### src/rtl/axi_pkg.sv
// rtl/axi_pkg.sv - shared AXI burst/response codes and write FSM state encoding
package axi_pkg;

  localparam logic [1:0] BURST_FIXED = 2'b00;
  localparam logic [1:0] BURST_INCR  = 2'b01;
  localparam logic [1:0] BURST_WRAP  = 2'b10;

  localparam logic [1:0] RESP_OKAY   = 2'b00;
  localparam logic [1:0] RESP_SLVERR = 2'b10;

  typedef enum logic [1:0] {
    ST_IDLE = 2'd0,
    ST_DATA = 2'd1,
    ST_RESP = 2'd2
  } state_t;

endpackage

### src/rtl/sync_fifo.sv
// rtl/sync_fifo.sv - show-ahead synchronous FIFO used as the AW command queue
module sync_fifo #(
  parameter int WIDTH = 8,
  parameter int DEPTH = 4
) (
  input  logic             clk,
  input  logic             rst,
  input  logic             push,
  input  logic             pop,
  input  logic [WIDTH-1:0] din,
  output logic [WIDTH-1:0] dout,
  output logic             full,
  output logic             empty
);

  localparam int PW = $clog2(DEPTH);

  logic [WIDTH-1:0] mem [DEPTH];
  logic [PW-1:0]    wr_ptr;
  logic [PW-1:0]    rd_ptr;
  logic [PW:0]      count;
  logic             do_push;
  logic             do_pop;

  assign do_push = push && !full;
  assign do_pop  = pop && !empty;
  assign full    = (count == (PW+1)'(DEPTH));
  assign empty   = (count == '0);
  assign dout    = mem[rd_ptr];

  // Storage array: written on accepted pushes only, never reset
  always_ff @(posedge clk) begin
    if (do_push) mem[wr_ptr] <= din;
  end

  // Pointers and occupancy; simultaneous push and pop keep the count unchanged
  always_ff @(posedge clk) begin
    if (rst) begin
      wr_ptr <= '0;
      rd_ptr <= '0;
      count  <= '0;
    end else begin
      if (do_push) wr_ptr <= wr_ptr + 1'b1;
      if (do_pop)  rd_ptr <= rd_ptr + 1'b1;
      case ({do_push, do_pop})
        2'b10:   count <= count + 1'b1;
        2'b01:   count <= count - 1'b1;
        default: count <= count;
      endcase
    end
  end

endmodule

### src/rtl/axi_wr_sram.sv
// rtl/axi_wr_sram.sv - AXI write slave converting bursts into registered SRAM word writes
module axi_wr_sram
  import axi_pkg::*;
#(
  parameter int ID_WIDTH   = 4,
  parameter int ADDR_WIDTH = 10,
  parameter int DATA_WIDTH = 64,
  parameter int STRB_WIDTH = DATA_WIDTH/8,
  parameter int AW_DEPTH   = 4
) (
  input  logic                  clk,
  input  logic                  rst,
  input  logic [ID_WIDTH-1:0]   AWID,
  input  logic [ADDR_WIDTH-1:0] AWADDR,
  input  logic [7:0]            AWLEN,
  input  logic [2:0]            AWSIZE,
  input  logic [1:0]            AWBURST,
  input  logic [3:0]            AWREGION,
  input  logic                  AWVALID,
  output logic                  AWREADY,
  input  logic [DATA_WIDTH-1:0] WDATA,
  input  logic [STRB_WIDTH-1:0] WSTRB,
  input  logic                  WLAST,
  input  logic                  WVALID,
  output logic                  WREADY,
  output logic [ID_WIDTH-1:0]   BID,
  output logic [1:0]            BRESP,
  output logic                  BVALID,
  input  logic                  BREADY,
  output logic                  mem_we,
  output logic [ADDR_WIDTH-4:0] mem_addr,
  output logic [DATA_WIDTH-1:0] mem_wdata,
  output logic [STRB_WIDTH-1:0] mem_be
);

  localparam int QW       = ID_WIDTH + ADDR_WIDTH + 8 + 3 + 2;
  localparam int MAX_SIZE = $clog2(STRB_WIDTH);

  state_t                state;
  logic [QW-1:0]         q_din;
  logic [QW-1:0]         q_dout;
  logic                  q_full;
  logic                  q_empty;
  logic                  push;
  logic                  pop;

  logic [ID_WIDTH-1:0]   h_id;
  logic [ADDR_WIDTH-1:0] h_addr;
  logic [7:0]            h_len;
  logic [2:0]            h_size;
  logic [1:0]            h_burst;
  logic                  h_err;

  logic [ID_WIDTH-1:0]   b_id;
  logic [ADDR_WIDTH-1:0] b_addr;
  logic [7:0]            b_len;
  logic [2:0]            b_size;
  logic [1:0]            b_burst;
  logic                  b_err;
  logic [7:0]            beat_cnt;
  logic                  last_beat;

  logic [ADDR_WIDTH-1:0] step;
  logic [ADDR_WIDTH-1:0] wrap_mask;
  logic [ADDR_WIDTH-1:0] next_addr;

  logic                  unused_region;
  assign unused_region = ^AWREGION;

  assign q_din   = {AWID, AWADDR, AWLEN, AWSIZE, AWBURST};
  assign AWREADY = !q_full;
  assign push    = AWVALID && !q_full;
  assign pop     = (state == ST_IDLE) && !q_empty;

  sync_fifo #(
    .WIDTH (QW),
    .DEPTH (AW_DEPTH)
  ) u_aw_queue (
    .clk   (clk),
    .rst   (rst),
    .push  (push),
    .pop   (pop),
    .din   (q_din),
    .dout  (q_dout),
    .full  (q_full),
    .empty (q_empty)
  );

  assign {h_id, h_addr, h_len, h_size, h_burst} = q_dout;

  // Classify the queue head: reserved burst, oversize beat or illegal wrap length
  always_comb begin
    h_err = 1'b0;
    if (h_burst == 2'b11) h_err = 1'b1;
    if (h_size > 3'(MAX_SIZE)) h_err = 1'b1;
    if (h_burst == BURST_WRAP &&
        !(h_len == 8'd1 || h_len == 8'd3 || h_len == 8'd7 || h_len == 8'd15))
      h_err = 1'b1;
  end

  assign last_beat = (beat_cnt == b_len);

  // Next beat address; WRAP stays inside the (len+1)<<size aligned window
  always_comb begin
    step      = ADDR_WIDTH'(1) << b_size;
    wrap_mask = ((ADDR_WIDTH'(b_len) + ADDR_WIDTH'(1)) << b_size) - ADDR_WIDTH'(1);
    next_addr = b_addr;
    case (b_burst)
      BURST_FIXED: next_addr = b_addr;
      BURST_INCR:  next_addr = b_addr + step;
      BURST_WRAP:  next_addr = (b_addr & ~wrap_mask) | ((b_addr + step) & wrap_mask);
      default:     next_addr = b_addr;
    endcase
  end

  // Burst FSM with registered W/B handshake outputs and SRAM write port
  always_ff @(posedge clk) begin
    if (rst) begin
      state     <= ST_IDLE;
      WREADY    <= 1'b0;
      BVALID    <= 1'b0;
      BID       <= '0;
      BRESP     <= RESP_OKAY;
      mem_we    <= 1'b0;
      mem_addr  <= '0;
      mem_wdata <= '0;
      mem_be    <= '0;
      b_id      <= '0;
      b_addr    <= '0;
      b_len     <= '0;
      b_size    <= '0;
      b_burst   <= '0;
      b_err     <= 1'b0;
      beat_cnt  <= '0;
    end else begin
      mem_we <= 1'b0;
      case (state)
        ST_IDLE: begin
          if (!q_empty) begin
            b_id     <= h_id;
            b_addr   <= h_addr;
            b_len    <= h_len;
            b_size   <= h_size;
            b_burst  <= h_burst;
            b_err    <= h_err;
            beat_cnt <= '0;
            WREADY   <= 1'b1;
            state    <= ST_DATA;
          end
        end
        ST_DATA: begin
          if (WVALID && WREADY) begin
            mem_we    <= !b_err;
            mem_addr  <= b_addr[ADDR_WIDTH-1:3];
            mem_wdata <= WDATA;
            mem_be    <= WSTRB;
            if (WLAST || last_beat) begin
              // Early WLAST, missing WLAST or an error burst all report SLVERR
              WREADY <= 1'b0;
              BVALID <= 1'b1;
              BID    <= b_id;
              BRESP  <= (b_err || !last_beat || !WLAST) ? RESP_SLVERR : RESP_OKAY;
              state  <= ST_RESP;
            end else begin
              beat_cnt <= beat_cnt + 8'd1;
              b_addr   <= next_addr;
            end
          end
        end
        ST_RESP: begin
          if (BREADY) begin
            BVALID <= 1'b0;
            state  <= ST_IDLE;
          end
        end
        default: state <= ST_IDLE;
      endcase
    end
  end

endmodule

### config.mk
export PLATFORM = sky130hd
export DESIGN_NAME = axi_wr_sram
export DESIGN_NICKNAME = d
export VERILOG_FILES = /design/src/rtl/axi_pkg.sv /design/src/rtl/sync_fifo.sv /design/src/rtl/axi_wr_sram.sv
export SDC_FILE = /design/constraint.sdc
export NUM_CORES = 1
export LEC_CHECK = 0
export BUFFER_PORTS_ARGS = -buffer_cell sky130_fd_sc_hd__buf_4
export CAP_MARGIN = 20
export CORE_MARGIN = 2
export CORE_UTILIZATION = 50
export CTS_CLUSTER_SIZE = 24
export DETAILED_ROUTE_END_ITERATION = 10
export PLACE_DENSITY_LB_ADDON = 0.3
export SLEW_MARGIN = 20
export SYNTH_ARGS = -nofsm -noshare
export SYNTH_HDL_FRONTEND = slang
export SYNTH_SLANG_ARGS = --single-unit
### constraint.sdc
create_clock -name clk -period 2.9 [get_ports clk]
set_input_delay 0.58 -clock clk [delete_from_list [all_inputs] [get_ports clk]]
set_output_delay 0.58 -clock clk [all_outputs]
set_load 0.01 [all_outputs]
* Yosys cells after proc, flatten, opt, wreduce, memory -nomap -nowiden
Memories as Yosys holds them, arrays and structs flattened. A register that Yosys moved wholly into a read port is not among the register bits.
Index checks and enable logic that the tools add are counted.
** Word-level totals
- RAM bits :: 108
- Bits in registers :: 133
- Input port bits :: 109
- Logic and storage cells :: 121
- Memories kept :: 1
** Memories
- u_aw_queue.mem :: depth 4, width 27, read ports 1, clocked after memory_dff 1, wr ports 1, RTL line sync_fifo.sv:18 : logic [WIDTH-1:0] mem [DEPTH];
** Cells by class
- Add/subtract/negate cells :: 8
- Muxes and demuxes :: 31
- Shift-type cells :: 2
- Equal/unequal tests :: 20
- Magnitude comparators :: 1
- Reductions and logical operators :: 32
- Bitwise operators :: 7
** Operators with widths (number)
- one-hot mux 10 bit (2 select lines) :: 2
- 2-to-1 mux 10 bit :: 3
- 2-to-1 mux 8 bit :: 3
- bitwise AND 10 bit :: 2
- one-hot mux 8 bit (2 select lines) :: 1
- AND reduction 4 bit :: 4
- 2-to-1 mux 2 bit :: 7
- 2-to-1 mux 1 bit :: 11
- adder 10 bit :: 1
- equality test 2 bit, second input constant :: 5
- != test 2 bit, second input constant :: 5
- NOT 10 bit :: 1
- OR 10 bit :: 1
- << shifter 1 x 3 -> 10 bit, first input constant :: 1
- << shifter 9 x 3 -> 10 bit :: 1
- subtractor 10 x 1 -> 10 bit, second input constant :: 1
- adder 8 x 1 -> 9 bit, second input constant :: 1
- adder 8 x 1 -> 8 bit, second input constant :: 1
- equality test 8 x 1 -> 1 bit, second input constant :: 1
- equality test 8 x 2 -> 1 bit, second input constant :: 1
- equality test 8 x 3 -> 1 bit, second input constant :: 1
- equality test 8 x 4 -> 1 bit, second input constant :: 1
- equality test 8 bit :: 1
- equality test 2 x 1 -> 1 bit, second input constant :: 3
- other kinds (20) :: 42

* Longest topological paths before layout
- Depth in word-level cells :: 10
- Gate-level depth with buffers :: 14
- Depth with buffers taken out :: 12

* Hierarchy
Synthesis repeated with hierarchy kept, for this count alone.
** Second synthesis, totals
- Cells, all modules :: 974
- Area, all modules :: 10483.8 µm²
** By module, submodules not included
- axi_wr_sram :: cells an instance 779, sequential area each 2502.4 µm², area each 6054.6 µm², instances 1
- sync_fifo :: cells an instance 195, sequential area each 3423.3 µm², area each 4429.2 µm², instances 1

* Least setup slack after synthesis
OpenSTA, ideal clock, no wires.
- Kind :: flip-flop to flip-flop
- From :: reg b_size[1]
- To :: reg with a tool-made name
- Library setup time :: 117 ps
- Cell stages (with the launch flop) :: 14
- Setup slack :: -59 ps
- Arrival time :: 2842 ps
- Cells stage by stage :: dfxtp_1 > buf_2 > buf_6 > or2_2 > nor2_1 > ha_1 > a21o_1 > a21oi_1 > o21bai_1 > a2111oi_0 > o31ai_1 > a22oi_1 > a2111o_1 > o21ai_2
** RTL lines
- from (decl) :: RTL line axi_wr_sram.sv:57 : logic [2:0] b_size;
- from (signal assigned) :: RTL line axi_wr_sram.sv:143 : b_size <= h_size;

==> metrics.csv <==
metric,value,unit
status,finished clean,
grt_overflow,0,
hold_viol_final,0,
wire_per_inst,16.7,um
ctsHoldBuffers,0,
synth_seq_cells,242,
post-route-util,0.633,
synth_ff_type,dfxtp_1,
p_switching,3770,uW
maxCapViolations,0,
grt_pass1_wl,38200,um
cts.clk_slew.worst_paths,60,ps
htree_levels,1,
syn_inst,979,
slew_headroom,0.464,
port_buffers,192,
critPathMaxStageDelay,710,ps
rsz0062_at_grt,false,
drcViolationCount,0,
ys_async_sr_fraction,0,
io_pins,198,
netlist_area,10400,um2
wl,24100,um
worst_skew_pair.late_latency,520,ps
gp_congestion,0.875,
antenna_found_initial,0,
drtIter0Drc,423,
cts.sinks,242,
syn_to_final_growth,23.8,%
cts_buffers,25,
fillCellCount,1603,
start_kind,register,
power.leakage,0.00480,uW
min_from,WLAST,
arrival,3080,ps
crit_path_max_fanout,18,
cp.required,3310,ps
antenna_cells,0,
multi_input_area,4140,um2
yosysTopAreaCellShare,0.311,
root_buffer,clkbuf_16,
fin_crit_sh,0.921,
tightestPinTransition,804,ps
dp_hpwl,16600,um
syn-num-nets,1107,
grt_start_max_net_pins,82,
grt_pass1_vias,7275,
p_per_area,862,nW/um2
syn_avg_cell_area,10.6,um2
die_x,148,um
ys_warn_count,0,
vdd_drop_max,0.576,mV
synth_edf_count,108,
skew,9.89,ps
cts_buffer_depth,3,
finalSetupViolCount,0,
fp-row-count,52,
crit_type,register to register,
combPwrFrac,0.342,
dr.pass1.iters,5,
cpMaxStageDelayCell,or4b_2,
die_h,148,um
hold_class,primary input to register,
die_area,22000,um2
vias_per_cell,5.44,
regArea,5930,um2
period_needed,2670,ps
dr_total_vias,7848,
fin_nets,1285,
pwr-share-seq,0.386,
synth_top_cell_by_area,edfxtp_1,
clkPwrFrac,0.272,
cts_tree,built,
start_util,0.512,
yosysSeqAreaShare,0.569,
fmax,374,MHz
critPathLaunch,b_len[0],
setup_tns,0,ps
internal_power,7340,uW
synth_area_leaders,"edfxtp_1 31%, dfxtp_1 26%, nand2_1 7.9%",
end_kind,register,
core_area,20400,um2
drive_above_1_share,0.263,
track_usage,0.215,
reg2reg_from,b_len[0],
ant_nets,0,
final-max-slew-violation-count,0,
ys_types,68,
switching_share,0.340,
crit_chain,buf_4 > and2_1 > a211oi_1 > or4b_2 > o2111ai_2 > nor2_1 > xnor2_1 > a21oi_1 > mux2_2,
-- cell usage after synthesis, types with 8 or more instances --
| library cell | n |
|---|---|
| clkbuf_1 | 46 |
| mux4_2 | 27 |
| dfxtp_1 | 134 |
| inv_1 | 15 |
| mux2i_1 | 9 |
| edfxtp_1 | 108 |
| xor2_1 | 9 |
| nand2b_1 | 10 |
| ha_1 | 17 |
| and3_1 | 13 |
| nor2_1 | 42 |
| nor3_1 | 16 |
| o21ai_0 | 16 |
| buf_2 | 11 |
| xnor2_1 | 22 |
| nand3_1 | 11 |
| a211oi_1 | 16 |
| nand2_1 | 220 |
| nor2b_1 | 8 |
| a21oi_1 | 127 |
-- worst max-delay path, delay by kind of cell (launching register included) --
kind	cells	cell delay [ps]
compound gates	3	440
flops	1	340
mux	1	340
buf+inv	1	240
simple gates	3	1050
xor+xnor	1	130
-- per-layer routing --
layer / part of all wire / vias up / GRT usage
li1: - / 3848 / -
met1: 0.43 / 3688 / 0.292
met2: 0.49 / 270 / 0.359
met3: 0.061 / 42 / 0.0310
met4: 0.024 / 0 / 0.0657
met5: 0 / - / 0
-- kinds of logic (layout without fill, tap and decap cells) --
| family | Yosys count | after routing | synth area share |
|---|---|---|---|
| and+or+nand+nor | 360 | 360 | 0.157 |
| DFF | 242 | 242 | 0.569 |
| xor gates and xnor gates | 31 | 31 | 0.0261 |
| adders and majority gates | 19 | 19 | 0.0243 |
| muxes | 37 | 37 | 0.0681 |
| buffers and inverters | 84 | 278 | 0.0359 |
| other | 1 | 1 | 0.000360 |
| AOI/OAI and AO/OA | 205 | 205 | 0.120 |
-- per-stage QoR --
step	cells	worst slack (ps)	hold slack (ps)	area (um2)	power, uW
after floorplan	979	14.6	420	10400	7060
after global placement	1400	62.2	443	12100	8050
after detailed placement	1400	42.2	448	12100	8120
after CTS	1443	20.9	241	12900	11200
after global routing	1443	42.5	243	12900	11800
final	1443	229	255	12900	11100
-- what timing repair did --
item	CTS	global route
endpoints found under the hold margin	0	0
setup buffers	0	0
resized for setup	0	5
endpoints found under the setup margin	0	3
-- power by group through the flow --
stage	clock network (uW)	registers [uW]	logic (uW)
detailed placement	0	4360	3760
CTS	3090	4290	3780
finish	3020	4290	3800
global placement	0	4340	3710
global route	3230	4340	4200
floorplan	0	4250	2810
-- path summary, 6_finish.rpt --
kind	end	slack (ps)	cells past startpoint
setup / recovery	register	230	9
hold / removal	BRESP[1]	250	2
setup reg to reg	register	230	9
hold reg to reg	mem_wdata[55]	450	2
-- sequential cells by signal, summed over array words and instances, names as in the netlist, 3 cells and up, named ones only --
register          flops
b_size                3
BID                   4
u_aw_queue.mem      108
u_aw_queue.count      3
b_id                  4
mem_wdata            64
beat_cnt              8
mem_addr              7
mem_be                8
b_len                 8
-- final cells by class --
type,count,area share
multi-input cells,653,0.321
repair buffers,219,0.129
well taps,270,0.0262
inverters,16,0.00466
clock inverters,12,0.00689
flip-flops and latches,242,0.460
clock buffers,31,0.0531
-- cells in the final DEF (no fill, tap or decap), drive strengths merged, types with 8 or more instances in the layout --
cell type  instances
xor2               9
ha                17
and3              13
mux4              27
nor3              16
nor2b              8
xnor2             22
o21ai             17
edfxtp           108
a211oi            19
a21oi            127
dfxtp            134
buf              219
inv               16
nand3             13
clkinv             9
nor2              42
mux2i              9
nand2b            10
nand2            220
clkbuf            31
nor4               8
Power figures use the tool's default switching activity.
